--- config.mk ---
export PLATFORM = sky130hd
export DESIGN_NAME = control_sequencer
export DESIGN_NICKNAME = d
export VERILOG_FILES = /design/src/rtl/control_sequencer_pkg.sv /design/src/rtl/control_sequencer_opcode_class.sv /design/src/rtl/control_sequencer.sv
export SDC_FILE = /design/constraint.sdc
export NUM_CORES = 1
export LEC_CHECK = 0
export BUFFER_PORTS_ARGS = -buffer_cell sky130_fd_sc_hd__buf_2
export CELL_PAD_IN_SITES_DETAIL_PLACEMENT = 1
export CELL_PAD_IN_SITES_GLOBAL_PLACEMENT = 2
export CORE_MARGIN = 8
export CORE_UTILIZATION = 20
export CTS_CLUSTER_DIAMETER = 100
export DETAILED_ROUTE_END_ITERATION = 10
export PLACE_DENSITY = 0.91
export SLEW_MARGIN = 20
export SYNTH_ARGS = -nofsm -noshare
export SYNTH_HDL_FRONTEND = slang
export SYNTH_SLANG_ARGS = --single-unit
--- constraint.sdc ---
create_clock -name clock -period 4.1 [get_ports clock]
set_clock_uncertainty 0.1 [all_clocks]
set_input_delay 0.82 -clock clock [delete_from_list [all_inputs] [get_ports clock]]
set_output_delay 0.82 -clock clock [all_outputs]
set_load 0.02 [all_outputs]
--- src/rtl/control_sequencer_pkg.sv ---
// Shared definitions for the hardwired control sequencer: opcodes, ALU
// selects, state encoding, opcode classes and the control-line bundle.
package control_sequencer_pkg;

  localparam int OPW  = 5;
  localparam int ALUW = 4;

  // Opcodes found in IR[31:27]
  localparam logic [OPW-1:0] OP_LD   = 5'b00000;
  localparam logic [OPW-1:0] OP_LDI  = 5'b00001;
  localparam logic [OPW-1:0] OP_ST   = 5'b00010;
  localparam logic [OPW-1:0] OP_ADD  = 5'b00011;
  localparam logic [OPW-1:0] OP_SUB  = 5'b00100;
  localparam logic [OPW-1:0] OP_AND  = 5'b00101;
  localparam logic [OPW-1:0] OP_OR   = 5'b00110;
  localparam logic [OPW-1:0] OP_ADDI = 5'b01100;
  localparam logic [OPW-1:0] OP_ANDI = 5'b01101;
  localparam logic [OPW-1:0] OP_ORI  = 5'b01110;
  localparam logic [OPW-1:0] OP_BR   = 5'b10010;
  localparam logic [OPW-1:0] OP_JR   = 5'b10100;
  localparam logic [OPW-1:0] OP_NOP  = 5'b11010;
  localparam logic [OPW-1:0] OP_HALT = 5'b11011;

  // ALU operation selects
  localparam logic [ALUW-1:0] ALU_ADD = 4'd0;
  localparam logic [ALUW-1:0] ALU_SUB = 4'd1;
  localparam logic [ALUW-1:0] ALU_AND = 4'd2;
  localparam logic [ALUW-1:0] ALU_OR  = 4'd3;

  // Sequencer states; RST is only occupied while reset is held
  typedef enum logic [3:0] {
    ST_RST  = 4'd0,
    ST_T0   = 4'd1,
    ST_T1   = 4'd2,
    ST_T2   = 4'd3,
    ST_T3   = 4'd4,
    ST_T4   = 4'd5,
    ST_T5   = 4'd6,
    ST_T6   = 4'd7,
    ST_T7   = 4'd8,
    ST_HALT = 4'd9
  } state_e;

  // Bit positions of the one-hot opcode class vector
  localparam int NCLASS     = 10;
  localparam int CL_ALU_RR  = 0;
  localparam int CL_ALU_IMM = 1;
  localparam int CL_LDI     = 2;
  localparam int CL_LD      = 3;
  localparam int CL_ST      = 4;
  localparam int CL_BR      = 5;
  localparam int CL_JR      = 6;
  localparam int CL_NOP     = 7;
  localparam int CL_HALT    = 8;
  localparam int CL_BAD     = 9;

  // Every control line the sequencer can drive in one cycle
  typedef struct packed {
    logic            gra;
    logic            grb;
    logic            grc;
    logic            rin;
    logic            rout;
    logic            baout;
    logic            cout;
    logic            pcout;
    logic            mdrout;
    logic            zlowout;
    logic            pcin;
    logic            irin;
    logic            marin;
    logic            mdrin;
    logic            yin;
    logic            zin;
    logic            conin;
    logic            incpc;
    logic            read;
    logic            write;
    logic            run;
    logic            illegal;
    logic [ALUW-1:0] alu_op;
  } ctrl_t;

  // ALU select for register/immediate arithmetic opcodes
  function automatic logic [ALUW-1:0] alu_sel(input logic [OPW-1:0] op);
    case (op)
      OP_SUB:          alu_sel = ALU_SUB;
      OP_AND, OP_ANDI: alu_sel = ALU_AND;
      OP_OR,  OP_ORI:  alu_sel = ALU_OR;
      default:         alu_sel = ALU_ADD;
    endcase
  endfunction

endpackage

--- src/rtl/control_sequencer_opcode_class.sv ---
// Combinational opcode classifier: maps IR[31:27] to a one-hot class vector
// so the sequencer reasons about instruction families, not raw opcodes.
module opcode_class
  import control_sequencer_pkg::*;
(
  input  logic [OPW-1:0]    i_opcode,
  output logic [NCLASS-1:0] o_class
);

  // One-hot class decode; anything unlisted is flagged as bad
  always_comb begin
    o_class = '0;
    case (i_opcode)
      OP_ADD, OP_SUB, OP_AND, OP_OR: o_class[CL_ALU_RR]  = 1'b1;
      OP_ADDI, OP_ANDI, OP_ORI:      o_class[CL_ALU_IMM] = 1'b1;
      OP_LDI:                        o_class[CL_LDI]     = 1'b1;
      OP_LD:                         o_class[CL_LD]      = 1'b1;
      OP_ST:                         o_class[CL_ST]      = 1'b1;
      OP_BR:                         o_class[CL_BR]      = 1'b1;
      OP_JR:                         o_class[CL_JR]      = 1'b1;
      OP_NOP:                        o_class[CL_NOP]     = 1'b1;
      OP_HALT:                       o_class[CL_HALT]    = 1'b1;
      default:                       o_class[CL_BAD]     = 1'b1;
    endcase
  end

endmodule

--- src/rtl/control_sequencer.sv ---
// Hardwired Moore control unit. Only the step state is registered; every
// control line is decoded from the state and the current IR opcode. Fetch
// is T0-T2, execute T3-T7, and each instruction returns to T0 (or HALT when
// stop is high on the edge that would enter T0).
module control_sequencer
  import control_sequencer_pkg::*;
(
  input  logic            clock,
  input  logic            reset_n,
  input  logic [31:0]     ir,
  input  logic            con_ff,
  input  logic            stop,
  output logic            Gra,
  output logic            Grb,
  output logic            Grc,
  output logic            Rin,
  output logic            Rout,
  output logic            BAout,
  output logic            Cout,
  output logic            PCout,
  output logic            MDRout,
  output logic            Zlowout,
  output logic            PCin,
  output logic            IRin,
  output logic            MARin,
  output logic            MDRin,
  output logic            Yin,
  output logic            Zin,
  output logic            CONin,
  output logic            IncPC,
  output logic            Read,
  output logic            Write,
  output logic [ALUW-1:0] alu_op,
  output logic            run,
  output logic            illegal,
  output logic [3:0]      o_state
);

  state_e            r_state;
  state_e            w_end_state;
  logic [NCLASS-1:0] w_cls;
  logic [OPW-1:0]    w_opcode;
  logic              w_multi_cycle_mem;
  ctrl_t             w_ctrl;
  logic              w_unused_ir;

  assign w_opcode    = ir[31:27];
  assign w_unused_ir = ^ir[26:0];

  opcode_class u_opcode_class (
    .i_opcode (w_opcode),
    .o_class  (w_cls)
  );

  // Where an instruction goes when it finishes: stop diverts to HALT
  assign w_end_state = stop ? ST_HALT : ST_T0;

  // ld, st and br run past T5
  assign w_multi_cycle_mem = w_cls[CL_LD] | w_cls[CL_ST] | w_cls[CL_BR];

  // Step register and next-step selection
  always_ff @(posedge clock or negedge reset_n) begin
    if (!reset_n) begin
      r_state <= ST_RST;
    end else begin
      case (r_state)
        ST_RST:  r_state <= w_end_state;
        ST_T0:   r_state <= ST_T1;
        ST_T1:   r_state <= ST_T2;
        ST_T2:   r_state <= ST_T3;
        ST_T3: begin
          if (w_cls[CL_HALT])
            r_state <= ST_HALT;
          else if (w_cls[CL_JR] | w_cls[CL_NOP] | w_cls[CL_BAD])
            r_state <= w_end_state;
          else
            r_state <= ST_T4;
        end
        ST_T4:   r_state <= ST_T5;
        ST_T5:   r_state <= w_multi_cycle_mem ? ST_T6 : w_end_state;
        ST_T6:   r_state <= (w_cls[CL_LD] | w_cls[CL_ST]) ? ST_T7 : w_end_state;
        ST_T7:   r_state <= w_end_state;
        ST_HALT: r_state <= ST_HALT;
        default: r_state <= ST_RST;
      endcase
    end
  end

  // Control-line decode from the current step and opcode class
  always_comb begin
    w_ctrl = '0;
    case (r_state)
      ST_T0: begin
        w_ctrl.run   = 1'b1;
        w_ctrl.pcout = 1'b1;
        w_ctrl.marin = 1'b1;
        w_ctrl.incpc = 1'b1;
        w_ctrl.zin   = 1'b1;
      end
      ST_T1: begin
        w_ctrl.run     = 1'b1;
        w_ctrl.zlowout = 1'b1;
        w_ctrl.pcin    = 1'b1;
        w_ctrl.read    = 1'b1;
        w_ctrl.mdrin   = 1'b1;
      end
      ST_T2: begin
        w_ctrl.run    = 1'b1;
        w_ctrl.mdrout = 1'b1;
        w_ctrl.irin   = 1'b1;
      end
      ST_T3: begin
        w_ctrl.run = 1'b1;
        if (w_cls[CL_ALU_RR] | w_cls[CL_ALU_IMM]) begin
          w_ctrl.grb  = 1'b1;
          w_ctrl.rout = 1'b1;
          w_ctrl.yin  = 1'b1;
        end else if (w_cls[CL_LDI] | w_cls[CL_LD] | w_cls[CL_ST]) begin
          w_ctrl.grb   = 1'b1;
          w_ctrl.baout = 1'b1;
          w_ctrl.yin   = 1'b1;
        end else if (w_cls[CL_BR]) begin
          w_ctrl.gra   = 1'b1;
          w_ctrl.rout  = 1'b1;
          w_ctrl.conin = 1'b1;
        end else if (w_cls[CL_JR]) begin
          w_ctrl.gra  = 1'b1;
          w_ctrl.rout = 1'b1;
          w_ctrl.pcin = 1'b1;
        end else if (w_cls[CL_BAD]) begin
          w_ctrl.illegal = 1'b1;
        end
      end
      ST_T4: begin
        w_ctrl.run = 1'b1;
        if (w_cls[CL_ALU_RR]) begin
          w_ctrl.grc    = 1'b1;
          w_ctrl.rout   = 1'b1;
          w_ctrl.zin    = 1'b1;
          w_ctrl.alu_op = alu_sel(w_opcode);
        end else if (w_cls[CL_ALU_IMM]) begin
          w_ctrl.cout   = 1'b1;
          w_ctrl.zin    = 1'b1;
          w_ctrl.alu_op = alu_sel(w_opcode);
        end else if (w_cls[CL_LDI] | w_cls[CL_LD] | w_cls[CL_ST]) begin
          w_ctrl.cout   = 1'b1;
          w_ctrl.zin    = 1'b1;
          w_ctrl.alu_op = ALU_ADD;
        end else if (w_cls[CL_BR]) begin
          w_ctrl.pcout = 1'b1;
          w_ctrl.yin   = 1'b1;
        end
      end
      ST_T5: begin
        w_ctrl.run = 1'b1;
        if (w_cls[CL_ALU_RR] | w_cls[CL_ALU_IMM] | w_cls[CL_LDI]) begin
          w_ctrl.zlowout = 1'b1;
          w_ctrl.gra     = 1'b1;
          w_ctrl.rin     = 1'b1;
        end else if (w_cls[CL_LD] | w_cls[CL_ST]) begin
          w_ctrl.zlowout = 1'b1;
          w_ctrl.marin   = 1'b1;
        end else if (w_cls[CL_BR]) begin
          w_ctrl.cout   = 1'b1;
          w_ctrl.zin    = 1'b1;
          w_ctrl.alu_op = ALU_ADD;
        end
      end
      ST_T6: begin
        w_ctrl.run = 1'b1;
        if (w_cls[CL_LD]) begin
          w_ctrl.read  = 1'b1;
          w_ctrl.mdrin = 1'b1;
        end else if (w_cls[CL_ST]) begin
          // MDR loads the store data from the bus, so no memory read here
          w_ctrl.gra   = 1'b1;
          w_ctrl.rout  = 1'b1;
          w_ctrl.mdrin = 1'b1;
        end else if (w_cls[CL_BR]) begin
          w_ctrl.zlowout = 1'b1;
          w_ctrl.pcin    = con_ff;
        end
      end
      ST_T7: begin
        w_ctrl.run = 1'b1;
        if (w_cls[CL_LD]) begin
          w_ctrl.mdrout = 1'b1;
          w_ctrl.gra    = 1'b1;
          w_ctrl.rin    = 1'b1;
        end else if (w_cls[CL_ST]) begin
          w_ctrl.write = 1'b1;
        end
      end
      default: w_ctrl = '0;
    endcase
  end

  assign Gra     = w_ctrl.gra;
  assign Grb     = w_ctrl.grb;
  assign Grc     = w_ctrl.grc;
  assign Rin     = w_ctrl.rin;
  assign Rout    = w_ctrl.rout;
  assign BAout   = w_ctrl.baout;
  assign Cout    = w_ctrl.cout;
  assign PCout   = w_ctrl.pcout;
  assign MDRout  = w_ctrl.mdrout;
  assign Zlowout = w_ctrl.zlowout;
  assign PCin    = w_ctrl.pcin;
  assign IRin    = w_ctrl.irin;
  assign MARin   = w_ctrl.marin;
  assign MDRin   = w_ctrl.mdrin;
  assign Yin     = w_ctrl.yin;
  assign Zin     = w_ctrl.zin;
  assign CONin   = w_ctrl.conin;
  assign IncPC   = w_ctrl.incpc;
  assign Read    = w_ctrl.read;
  assign Write   = w_ctrl.write;
  assign alu_op  = w_ctrl.alu_op;
  assign run     = w_ctrl.run;
  assign illegal = w_ctrl.illegal;
  assign o_state = r_state;

endmodule

==> summary.txt <==
Critical path
  – RR Startpoint: o_state[0]
  – Required time worst endpoint: 3.18 ns
  – Worst path most repeated cell: buf_2
  – Critical Path Source: ir[31]
  – Critical path class: input port to primary output
  – R2r endpoint: o_state[3]
  – Worst path arrival time: between 2 and 2.5 ns
  – Slowest stage cell, crit path: nor4_2
  – Worst r2r path cells: 4
  – Setup slack, reg-to-reg: around 2.3 ns
  – CP Max Fanout: 17
  – Slowest stage delay, CP: between 0.6 and 0.7 ns
  – Critical path cell sequence: buf_2, nor4_2, nand4_1, o21ai_2, or2_1, buf_2
  – Crit path capture type: primary output
  – CP Launch Type: input port

Finish
  – Final nets: a little under 200
  – Layout cell share with drive strength beyond 1: between 20% and 30%
  – Max reg flops: 4
  – Non-filler cells, final: slightly above 200
  – N_diodes: 0
  – Final Util: between 20% and 30%
  – Layout area overhead: 27.4%

Routing
  – First-pass DRT Iterations: 4
  – DRC: 0
  – ANT nets after route: 0
  – Final wirelength: 3.16 mm
  – DR WL/cell: approximately 15 um
  – Vias per std cell: roughly 5.1
  – Vias after detailed routing: 1040
  – Iter 0 DRT Violations: 97

Place
  – Setup WS pre-CTS: slightly below 0.8 ns
  – Placed cell count: 202
  – Number of port buffers: 36
  – DP Wirelength: roughly 2.4 mm
  – Placer Congestion: between 0.7 and 0.8

Floorplanning
  – Initial Util: between 20% and 30%
  – Placement Rows: 23
  – I/O pin count: 66
  – Vert. Die Dim: 80.8 um
  – Area of the core: ~0.0040 mm^2
  – Die Width: between 80 and 90 um
  – Die ar.: between 0.006 and 0.007 mm^2

Run
  – Max-Cap Viols: 0

GRT
  – Vias in the first global route: between 1k and 1.5k
  – Global-route wire length before repair: between 5 and 6 mm
  – GRT overflow: 0
  – Gr usage total: 9.81%
  – Pin count of the biggest net entering global routing: 18
  – Initial antenna violation count: 0

Synth
  – Primary FF master, synth: dfrtp_1
  – #FFs+latches synth: 4
  – Cells after Synth: around 130
  – Sequential area share after synthesis: about an eighth
  – Cell variety after synth: 46
  – Synthesized cell area: 841 um^2
  – EDFF count, synth: 0
  – Area contributors post-synth: dfrtp_1 (12%), a21oi_1 (5.4%), o211ai_1 (5.4%), nand2_1 (4.9%), nor2_1 (4.9%)
  – Area leader, netlist: dfrtp_1
  – Yosys warns: 0
  – Avg Inst Size Synth: roughly 6.7 um^2
  – Yosys top cell area share: a little under an eighth
  – Async SR Flop Fraction: 100%

Pwr
  – VDD IR max: about 0.00015 V
  – Pwr/cell area: roughly 540 mW/mm^2
  – LEAKAGE: ~0.0005 uW

CTS
  – Setup Fix Bufs, Post-CTS: 0
  – H-Tree Depth: 1
  – Resize count post-CTS: 0
  – Clock buffer depth: 2
  – Clk root buf: clkbuf_8
  – Cts bufs inserted: 3
  – CTS tree: built
  – Cts hold-fix bufs: 0
  – CTS Sinks: 4
  – Clock latency on the worst-skew pair: approximately 0.22 ns
  – Worst-path clk slew: around 0.030 ns

Timing
  – Setup TNS Final: 0 ns
  – Endpoints failing hold: 0
  – Slew Limit Fails: 0
  – Worst hold margin: around 0.3 ns
  – Final setup fails: 0
  – Least-Margin Pin Slew: approximately 0.60 ns
  – Achievable Freq: roughly 0.3 GHz
  – Slew headroom: between 50% and 60%
  – Period minus WS final: ~3.3 ns
  – Setup ws final: 0.770 ns
  – RSZ-0062 raised after global routing: no
  – Fin crit share: between 80% and 90%

Status
  – Outcome: finished, final reports clean

Hold path
  – Worst Hold Class: input port to async pin
## final cells by class
class                      count  area, um^2
fill                         525        2960
multi-input combinational    107         668
timing repair buffer          36         180
sequential                     4         100
tap                           50        62.6
clock buffer                   3        41.3
inverter                       5        18.8
## per-stage QoR
stage                     power (uW)  area, um^2
final                            581        1070
after global routing             633        1070
after CTS                        588        1070
after detailed placement         498        1030
after global placement           496        1030
after floorplan                  378         845
## metal layers
metal | part of all wire [%] | GRT usage, %
met5 | 0 | 0
met4 | 0.60 | 3.21
met3 | 7.7 | 2.21
met2 | 50 | 17.2
met1 | 41 | 11.5
## power by group
| group | leakage (uW) | switching (uW) | internal, uW |
|---|---|---|---|
| clock network | 0.0000216 | 21.1 | 62.7 |
| registers | 0.0000506 | 67.2 | 55.3 |
| logic | 0.000424 | 237 | 138 |
## logic make-up after synthesis
kind of cell	Yosys count	share of synthesized area [%]
compound gates	43	35.7
flops	4	11.9
buf+inv	16	9.08
simple gates	59	39.7
other cells	1	0.446
xor+xnor	3	3.13
## cell usage after synthesis, drive strengths merged, types with 2 or more instances
library cell	instances
nand4	4
buf	9
o211ai	6
nand3	2
a21o	3
clkbuf	2
o22ai	2
and2b	2
nor2b	5
o21ai	8
a31oi	2
or2	2
and2	3
xnor2	2
dfrtp	4
nor3b	2
a21oi	10
nand3b	3
nand2b	6
nor3	4
nand2	11
inv	5
o31ai	2
nor2	11
## cell usage in the layout, fill, tap and decap left out, types with 4 or more instances in the layout
| cell type | instances |
|---|---|
| nor3_1 | 4 |
| buf_2 | 36 |
| nor2b_1 | 5 |
| a21oi_1 | 9 |
| dfrtp_1 | 4 |
| nand4_1 | 4 |
| nand2_1 | 11 |
| nand2b_1 | 6 |
| o211ai_1 | 6 |
| o21ai_1 | 4 |
| nor2_1 | 11 |
| inv_1 | 4 |
## worst max-delay path by stage
stage               endpoint  slack [ns]  depth (start not counted)
floorplan            Zlowout        1.11                          5
detailed placement       Gra        0.77                          6
CTS                      Gra        0.76                          6
global route             Gra        0.59                          6
global placement         Gra        0.75                          6
finish                   Gra        0.77                          6
## worst max-delay path, delay by kind of cell
| family | cells | cell delay [ns] |
|---|---|---|
| and+or+nand+nor | 3 | 1.03 |
| AOI/OAI and AO/OA | 1 | 0.22 |
| buffers and inverters | 2 | 0.34 |
No activity file was read; power rests on OpenSTA's default activity.
